File: src/rtl/pipe_stage_reg.sv
// Elastic pipeline-stage register with valid/ready handshake,
// optional skid entry, flush, bubble insertion and stall counter.
module pipe_stage_reg #(
    parameter int unsigned       DATA_W      = 64,
    parameter int unsigned       CTRL_W      = 16,
    parameter logic [CTRL_W-1:0] BUBBLE_CTRL = {CTRL_W{1'b0}},
    parameter bit                SKID        = 1'b1,
    parameter int unsigned       CNT_W       = 16
) (
    input  logic              clk,
    input  logic              reset,
    input  logic              in_valid,
    output logic              in_ready,
    input  logic [DATA_W-1:0] in_data,
    input  logic [CTRL_W-1:0] in_ctrl,
    input  logic              bubble,
    input  logic              flush,
    output logic              out_valid,
    input  logic              out_ready,
    output logic [DATA_W-1:0] out_data,
    output logic [CTRL_W-1:0] out_ctrl,
    output logic [1:0]        occupancy,
    output logic [CNT_W-1:0]  stall_cnt
);

    typedef enum logic [1:0] {
        ST_EMPTY = 2'd0,
        ST_ONE   = 2'd1,
        ST_TWO   = 2'd2
    } state_t;

    state_t              r_state;
    state_t              w_nxt_state;

    logic [DATA_W-1:0]   r_m_data;
    logic [CTRL_W-1:0]   r_m_ctrl;
    logic [DATA_W-1:0]   r_s_data;
    logic [CTRL_W-1:0]   r_s_ctrl;
    logic [CNT_W-1:0]    r_stall_cnt;

    logic                w_acc;
    logic                w_pop;
    logic                w_stall;
    logic                w_load_m;
    logic                w_load_s;
    logic                w_shift;
    logic [CTRL_W-1:0]   w_in_ctrl;

    assign w_acc     = in_valid & in_ready;
    assign w_pop     = out_valid & out_ready;
    assign w_stall   = out_valid & ~out_ready;
    assign w_in_ctrl = bubble ? BUBBLE_CTRL : in_ctrl;

    assign out_valid = (r_state != ST_EMPTY);
    assign out_data  = r_m_data;
    // An empty stage always presents the NOP pattern downstream.
    assign out_ctrl  = out_valid ? r_m_ctrl : BUBBLE_CTRL;
    assign occupancy = r_state;
    assign stall_cnt = r_stall_cnt;

    generate
        if (SKID) begin : g_skid
            // Registered ready: only the full (two-entry) state blocks.
            assign in_ready = (r_state != ST_TWO);
        end else begin : g_noskid
            // Single entry: accept whenever the head leaves this cycle.
            assign in_ready = ~out_valid | out_ready;
        end
    endgenerate

    // Next-state and datapath-enable decode.
    always_comb begin
        w_nxt_state = r_state;
        w_load_m    = 1'b0;
        w_load_s    = 1'b0;
        w_shift     = 1'b0;
        if (flush) begin
            w_nxt_state = ST_EMPTY;
        end else begin
            case (r_state)
                ST_EMPTY: begin
                    if (w_acc) begin
                        w_load_m    = 1'b1;
                        w_nxt_state = ST_ONE;
                    end
                end
                ST_ONE: begin
                    if (w_acc && w_pop) begin
                        w_load_m = 1'b1;
                    end else if (w_acc && SKID) begin
                        w_load_s    = 1'b1;
                        w_nxt_state = ST_TWO;
                    end else if (w_pop) begin
                        w_nxt_state = ST_EMPTY;
                    end
                end
                ST_TWO: begin
                    if (w_pop) begin
                        w_shift     = 1'b1;
                        w_nxt_state = ST_ONE;
                    end
                end
                default: begin
                    w_nxt_state = ST_EMPTY;
                end
            endcase
        end
    end

    // State register.
    always_ff @(posedge clk) begin
        if (reset) begin
            r_state <= ST_EMPTY;
        end else begin
            r_state <= w_nxt_state;
        end
    end

    // Main (head) entry: loaded from input or promoted from skid.
    always_ff @(posedge clk) begin
        if (reset) begin
            r_m_data <= '0;
            r_m_ctrl <= BUBBLE_CTRL;
        end else if (w_load_m) begin
            r_m_data <= in_data;
            r_m_ctrl <= w_in_ctrl;
        end else if (w_shift) begin
            r_m_data <= r_s_data;
            r_m_ctrl <= r_s_ctrl;
        end
    end

    // Skid entry: catches the beat accepted while the head is stalled.
    always_ff @(posedge clk) begin
        if (reset) begin
            r_s_data <= '0;
            r_s_ctrl <= BUBBLE_CTRL;
        end else if (w_load_s) begin
            r_s_data <= in_data;
            r_s_ctrl <= w_in_ctrl;
        end
    end

    // Saturating count of cycles the head waits on downstream.
    always_ff @(posedge clk) begin
        if (reset) begin
            r_stall_cnt <= '0;
        end else if (w_stall && (r_stall_cnt != {CNT_W{1'b1}})) begin
            r_stall_cnt <= r_stall_cnt + 1'b1;
        end
    end

endmodule

File: config.mk
export PLATFORM = sky130hd
export DESIGN_NAME = pipe_stage_reg
export DESIGN_NICKNAME = d
export VERILOG_FILES = /design/src/rtl/pipe_stage_reg.sv
export SDC_FILE = /design/constraint.sdc
export NUM_CORES = 1
export LEC_CHECK = 0
export CAP_MARGIN = 5
export CORE_MARGIN = 2
export CORE_UTILIZATION = 44
export DETAILED_ROUTE_END_ITERATION = 7
export PLACE_DENSITY = 0.76
export SETUP_SLACK_MARGIN = 0.1
export SLEW_MARGIN = 20
export SYNTH_ARGS = -nofsm -noshare
export SYNTH_HDL_FRONTEND = slang
export SYNTH_SLANG_ARGS = --single-unit
File: constraint.sdc
create_clock -name clk -period 1.7 [get_ports clk]
set_input_delay 0.255 -clock clk [delete_from_list [all_inputs] [get_ports clk]]
set_output_delay 0.255 -clock clk [all_outputs]
set_load 0.02 [all_outputs]
======== Yosys cells after proc, flatten, opt, wreduce, memory -nomap -nowiden ========
Index checks and enable logic that the tools add are counted.
W data, S select, Z words.
storage, ports and cells
  register bits ........................... 178
  bits of input ports ..................... 86
  memories ................................ 0
  output and inout port bits .............. 100
  ROM bits ................................ 0
  latch bits .............................. 0
  RAM bits ................................ 0
cells by class
  $add $sub $neg .......................... 1
  multiply operators ...................... 0
  divide/modulo/power cells ............... 0
  shift operators ......................... 0
  bitwise operators ....................... 4
  muxes and demuxes ....................... 22
  $lt $le $gt $ge ......................... 0
  reduce and logical (&&, ||, !) cells .... 7
  eq/ne operators ......................... 8
operators by type and width
  operator                 number
  $mux W64                 2
  $mux W16                 4
  $add A16 B1 Y16 const B  1
  $ne A16 B16 Y1 const B   1
  $mux W2                  5
  $mux W1                  9
  $ne A2 B2 Y1 const B     4
  $pmux W2 S3              1
  $reduce_and A4 Y1        1
  $reduce_bool A2 Y1       2
  $and A1 B1 Y1            3
  $ne A3 B3 Y1 const B     1
  $eq A2 B1 Y1 const B     1
  $eq A2 B2 Y1 const B     1
  $logic_and A1 B1 Y1      2
  $logic_not A2 Y1         1
  $pmux W1 S2              1
  $reduce_or A2 Y1         1
  $not A1 Y1               1

======== Depth between registers and ports, before layout ========
Gate-level depths: netlist of the first run.
  depth after elaboration ................. 7
  mapped depth ............................ 6
  mapped depth without buffers ............ 5

======== Worst setup path before layout of the first run ========
No wires, ideal clock.
  path type ............................... register to register
  start ................................... reg r_stall_cnt[0], in the netlist stall_cnt[0]
  end ..................................... reg r_stall_cnt[6], in the netlist stall_cnt[6]
  data required time ...................... 1.579 ns
  cell stages (with the launch flop) ...... 7
  setup time .............................. 0.121 ns
  setup slack ............................. -0.241 ns
  buffers on the path ..................... 1
  data arrival time ....................... 1.821 ns
  path through ............................ dfxtp_1 > ha_1 > nand4_1 > nor4_2 > buf_2 > nor4_1 > mux2_2
on the way
  cells in the longest elaborated chain, start to end .. 2
  elaborated cells between the ends (all ways) .. 3
  classes of those cells .................. 1 x add/sub; 1 x eq/ne; 1 x reduce/logical
RTL lines
  element                                                                  line  text
  start: declaration                                                       39    logic [CNT_W-1:0] r_stall_cnt;
  start signal: assignment                                                 149   r_stall_cnt <= r_stall_cnt + 1'b1;
  parallel branches: the longest is 2 deep, another holds $add A16 B1 Y16  --
Parallel ways; which one is timed is not known.
A chain may end at the register's enable or synchronous reset.

======== Worst setup path after layout of the first run ========
  start ................................... reg r_state[1], in the netlist occupancy[1]
  end ..................................... reg r_m_ctrl[14]
on the way
  cells in the longest elaborated chain, start to end .. 7
  elaborated cells between the ends (all ways) .. 17
  classes of those cells .................. 3 x eq/ne; 8 x mux; 2 x bitwise; 4 x reduce/logical
RTL lines
  element                                                    line    text
  start: declaration                                         32      state_t r_state;
  start signal: assignment                                   115     r_state <= w_nxt_state;
  $ne A2 B2 Y1 / $reduce_bool A2 Y1 (equally long branches)  64, 54
  $and A1 B1 Y1 (on tied branches)                           49, 50
  $logic_and A1 B1 Y1                                        88      if (w_acc && w_pop) begin
  $mux W1                                                    88
  $pmux W1 S2                                                80      case (r_state)
  $mux W1                                                    77      if (flush) begin
  $mux W16 / $reduce_bool A2 Y1 (equally long branches)      --
  end signal: assignment                                     126     r_m_ctrl <= w_in_ctrl;
  end signal: assignment                                     129     r_m_ctrl <= r_s_ctrl;
  end: declaration                                           36      logic [CTRL_W-1:0] r_m_ctrl;
Several ways; a longest one is shown, not always the timed one.

==> summary.md, run 1 <==
| Metric | Value |
|---|---|
| Leakage | `around 4.4 nW` |
| First-pass detailed-route iteration total | `5` |
| Simple logic cell fraction of the synthesized area | `around 16%` |
| Floorplan die height | `131.0 um` |
| Worst Setup Slack post-DPL | `-0.4124 ns` |
| Clock tree buffer depth | `2` |
| CP peak stage delay | `approximately 0.37 ns` |
| RSZ-0062 raised after global routing | `yes` |
| Run status | `finished, violations left` |
| Cells along the critical path | `buf_6 -> nand2b_4 -> buf_6 -> nor3_4 -> buf_12 -> buf_6 -> buf_16 -> a22oi_1 -> a21oi_1` |
| Via count of the first global-routing pass | `about 7000` |
| Number of antenna violations at the first check in global routing | `1` |
| Share of power burned in combinational logic | `between 10% and 20%` |
| Synth Warn # | `0` |
| Global-route usage over all layers | `~27%` |
| CTS tree | `built` |
| Post-synth EDFFs | `0` |
| Flops & latches, synth | `about 180` |
| Buf/Inv on CP | `5` |
| F_max | `572.8 MHz` |
| Largest fanout on the critical path | `9` |
| Post-synthesis instance area | `between 7000 and 8000 um2` |
| Half-perimeter wire length after placement | `12.96 mm` |
| Via-to-Cell Ratio | `roughly 5.7` |
| Number of buffers inserted for hold repair after clock tree synthesis | `0` |
| Library cell appearing most often on the critical path | `buf_6` |
| Max cap viols | `0` |
| Final RePlAce weighted congestion | `approximately 0.78` |
| Total Routed Length | `25.85 mm` |
| Share of layout cells above drive strength 1 | `about a quarter` |
| Number of fill cells in the layout | `approximately 1100` |
| Most used flip-flop cell after synthesis | `dfxtp_1` |
| Worst Path Class, Setup | `flop to flop` |
| Fraction of synthesized cell area in xor and xnor cells | `0%` |
| Die outline area | `17160 um2` |
| Clock Skews | `between 0.005 and 0.006 ns` |
| Arrival @ worst endpoint | `between 2 and 2.5 ns` |
| Die outline width | `between 100 and 150 um` |
| Share of the yosys chip area belonging to registers | `50.22%` |
| Worst max-slew margin expressed relative to the limit | `approximately 43%` |
| Largest vdd supply drop | `between 0.7 and 0.8 mV` |
| Asr flop ratio synth | `0%` |
| Synthesized instance count | `around 870` |
| Share of cell area taken by muxes after synthesis | `0.7582%` |
| Compound-gate portion of the synthesized area | `about 28%` |
| Maximum number of pins on one net before global-route repair | `78` |
| I/O pin total | `~190` |
| Most used cells in the layout excluding fill and tap cells | `nand2_1, a21oi_1, dfxtp_1` |
| Critical Path End Type | `flop` |
| Largest family of logic cells by synthesized area | `compound AO/OA/AOI/OAI gates` |
| Mean Syn Cell Area | `8.203 um2` |
| Violated checks | `negative setup slack` |
| Iteration-0 DRC count of the detailed router | `roughly 680` |
| Cell Int Power | `around 7.2 mW` |
| Post-route DRC violation count | `0` |
| Kind of start point of the critical path | `flop` |
| Cell row count | `46` |
| Clock sinks | `approximately 180` |
| Area growth from synthesis to final layout | `65.69%` |
| Port Buf Inserts | `185` |
| Fraction of power spent switching nets | `around a quarter` |
| Power Density | `between 800 and 900 nW/um2` |
| Layout Nets | `between 1000 and 1500` |
| Net switching power | `roughly 2.3 mW` |
| Worst Setup Slack, final | `-0.04584 ns` |
| Final setup violating endpoints | `2` |
| Core ar. | `about 16000 um2` |
| Number of unique standard cell types used by synthesis | `39` |
| Most frequent standard cell in the layout excluding fill and tap cells | `nand2_1` |
| Antenna Nets Post-Route | `0` |
| Adder-cell share of the synthesized area | `0.1763%` |
| Clock latency on the worst-skew pair | `~0.43 ns` |
| Clock transition at the registers of the reported paths | `approximately 0.070 ns` |
| H-tree depth | `4` |
| Filler-free cell count of the finished design | `1341` |
| Number of max-slew violations in the final report | `0` |
| Max stage delay cell, worst path | `dfxtp_4` |
| Post-layout min period | `1.746 ns` |
| Type of the worst min-delay path | `input port to flop` |
| Clock network fraction of total power | `roughly 40%` |
| Syn_nets | `roughly 950` |
| Total via count in the routed design | `between 7000 and 8000` |
| Worst hold slack across all endpoints | `roughly 0.23 ns` |
| Clk root buf | `clkbuf_16` |
| Initial Utilization | `between 40% and 50%` |
| Cell family contributing the most delay on the critical path | `buffers and inverters` |
| Required time of the critical path | `around 2.1 ns` |
| Final worst-path cycle share | `102.7%` |
| TritonCTS buffer count | `17` |
| Actual slew at the worst max-slew pin | `around 0.86 ns` |
| Aggregate global routing overflow | `0` |
| First-pass GRT wire length | `36.43 mm` |
| Sequential group share of total power | `between 40% and 50%` |
| Average detailed-routed wire length per instance | `19.28 um` |
| Final hold violation count | `0` |
| Inst Count DP | `around 1200` |
## Yosys cell counts (2+ instances only)
master	count	area share (%)
nor4_1	5	0.44
or4_1	7	0.74
nand2b_1	3	0.26
clkbuf_1	75	4.0
nand4_1	2	0.18
nor2b_1	37	3.3
nand2_1	165	8.7
inv_1	5	0.26
nor2_1	10	0.53
o21ai_0	84	5.9
a21oi_1	171	12
nor3b_1	2	0.21
o31ai_1	5	0.53
dfxtp_1	178	50
nor3_1	4	0.28
mux2_2	3	0.48
mux2i_1	2	0.28
or3_1	3	0.26
nand3_1	5	0.35
a22oi_1	80	8.5
## routing by layer
layer	up-vias	GRT usage, %	wire [um]
met5	-	0	0
met4	0	12.58	706
met3	65	5.497	1993
met2	372	43.71	12600
met1	3694	35.43	10550
li1	3568	-	-
## registers in the layout, indices dropped and copies added (netlist names)
name and flops:
r_s_data 64, r_m_ctrl 16, r_s_ctrl 16, occupancy 2, out_data 64, stall_cnt 16
## through the flow
step	util (%)	total power, mW	setup TNS (ns)	cell area (um2)
2_1_floorplan	-	4.814	0	7176
3_5_place_dp	60.58	5.376	-49.33	9588
5_1_grt	74.28	9.839	-1.812	11760
3_3_place_gp	60.58	5.365	-44.62	9588
4_1_cts	70.31	9.443	-0.1047	11130
6_report	74.28	9.577	-0.04821	11760
## path summary, 6_finish.rpt
kind | from | to | slack (ns) | cells after the start
worst max-delay path | occupancy[1]$_SDFFE_PP0P_ | r_m_ctrl[14]$_SDFFE_PP0P_ | -0.05 | 9
worst min register to register | r_s_data[15]$_SDFFE_PP0P_ | r_s_data[15]$_SDFFE_PP0P_ | 0.46 | 2
worst min-delay path | flush | occupancy[0]$_SDFFE_PP0P_ | 0.23 | 2
worst max register to register | occupancy[1]$_SDFFE_PP0P_ | r_m_ctrl[14]$_SDFFE_PP0P_ | -0.05 | 9
## worst reg2reg max path: stages (launching register included)
cell      delay, ns
dfxtp_4        0.37
buf_6          0.13
nand2b_4       0.14
buf_6          0.12
nor3_4         0.21
buf_12         0.18
buf_6          0.12
buf_16         0.13
a22oi_1        0.09
a21oi_1        0.18
## repair_timing
item,4_1_cts,5_1_grt
endpoints found under the setup margin,230,181
cloned,15,9
resized for setup,270,103
pin swaps,82,70
setup buffers,31,11
## power groups by stage
stage / Combinational (mW) / Sequential (mW) / Clock [mW]
6_report: 1.33 / 4.31 / 3.94
5_1_grt: 1.39 / 4.32 / 4.13
4_1_cts: 1.19 / 4.30 / 3.95
3_5_place_dp: 0.980 / 4.40 / 0
3_3_place_gp: 0.971 / 4.39 / 0
2_1_floorplan: 0.334 / 4.48 / 0
## logic make-up after synthesis
family | Yosys count
AOI/OAI and AO/OA | 350
adders and majority gates | 1
buffers and inverters | 81
DFF | 178
muxes | 5
and+or+nand+nor | 250
## layout make-up
| cell class | instances | area [um2] | share of cell area [%] |
|---|---|---|---|
| clock buffers | 26 | 530.5 | 4.513 |
| inverters | 5 | 18.77 | 0.1596 |
| flip-flops and latches | 178 | 3618 | 30.78 |
| diodes | 1 | 2.502 | 0.02129 |
| repair buffers | 303 | 3435 | 29.21 |
| well taps | 216 | 270.3 | 2.299 |
| clock inverters | 6 | 66.31 | 0.5641 |
| multi-input cells | 606 | 3815 | 32.45 |
Note: power is estimated with default switching activity, not from simulation.
==> run 2, diff against run 1 <==
- SLEW_MARGIN: 20 -> unset
==> results of run 2 <==
Final layout, timing and power as in run 1 (identical DEF).
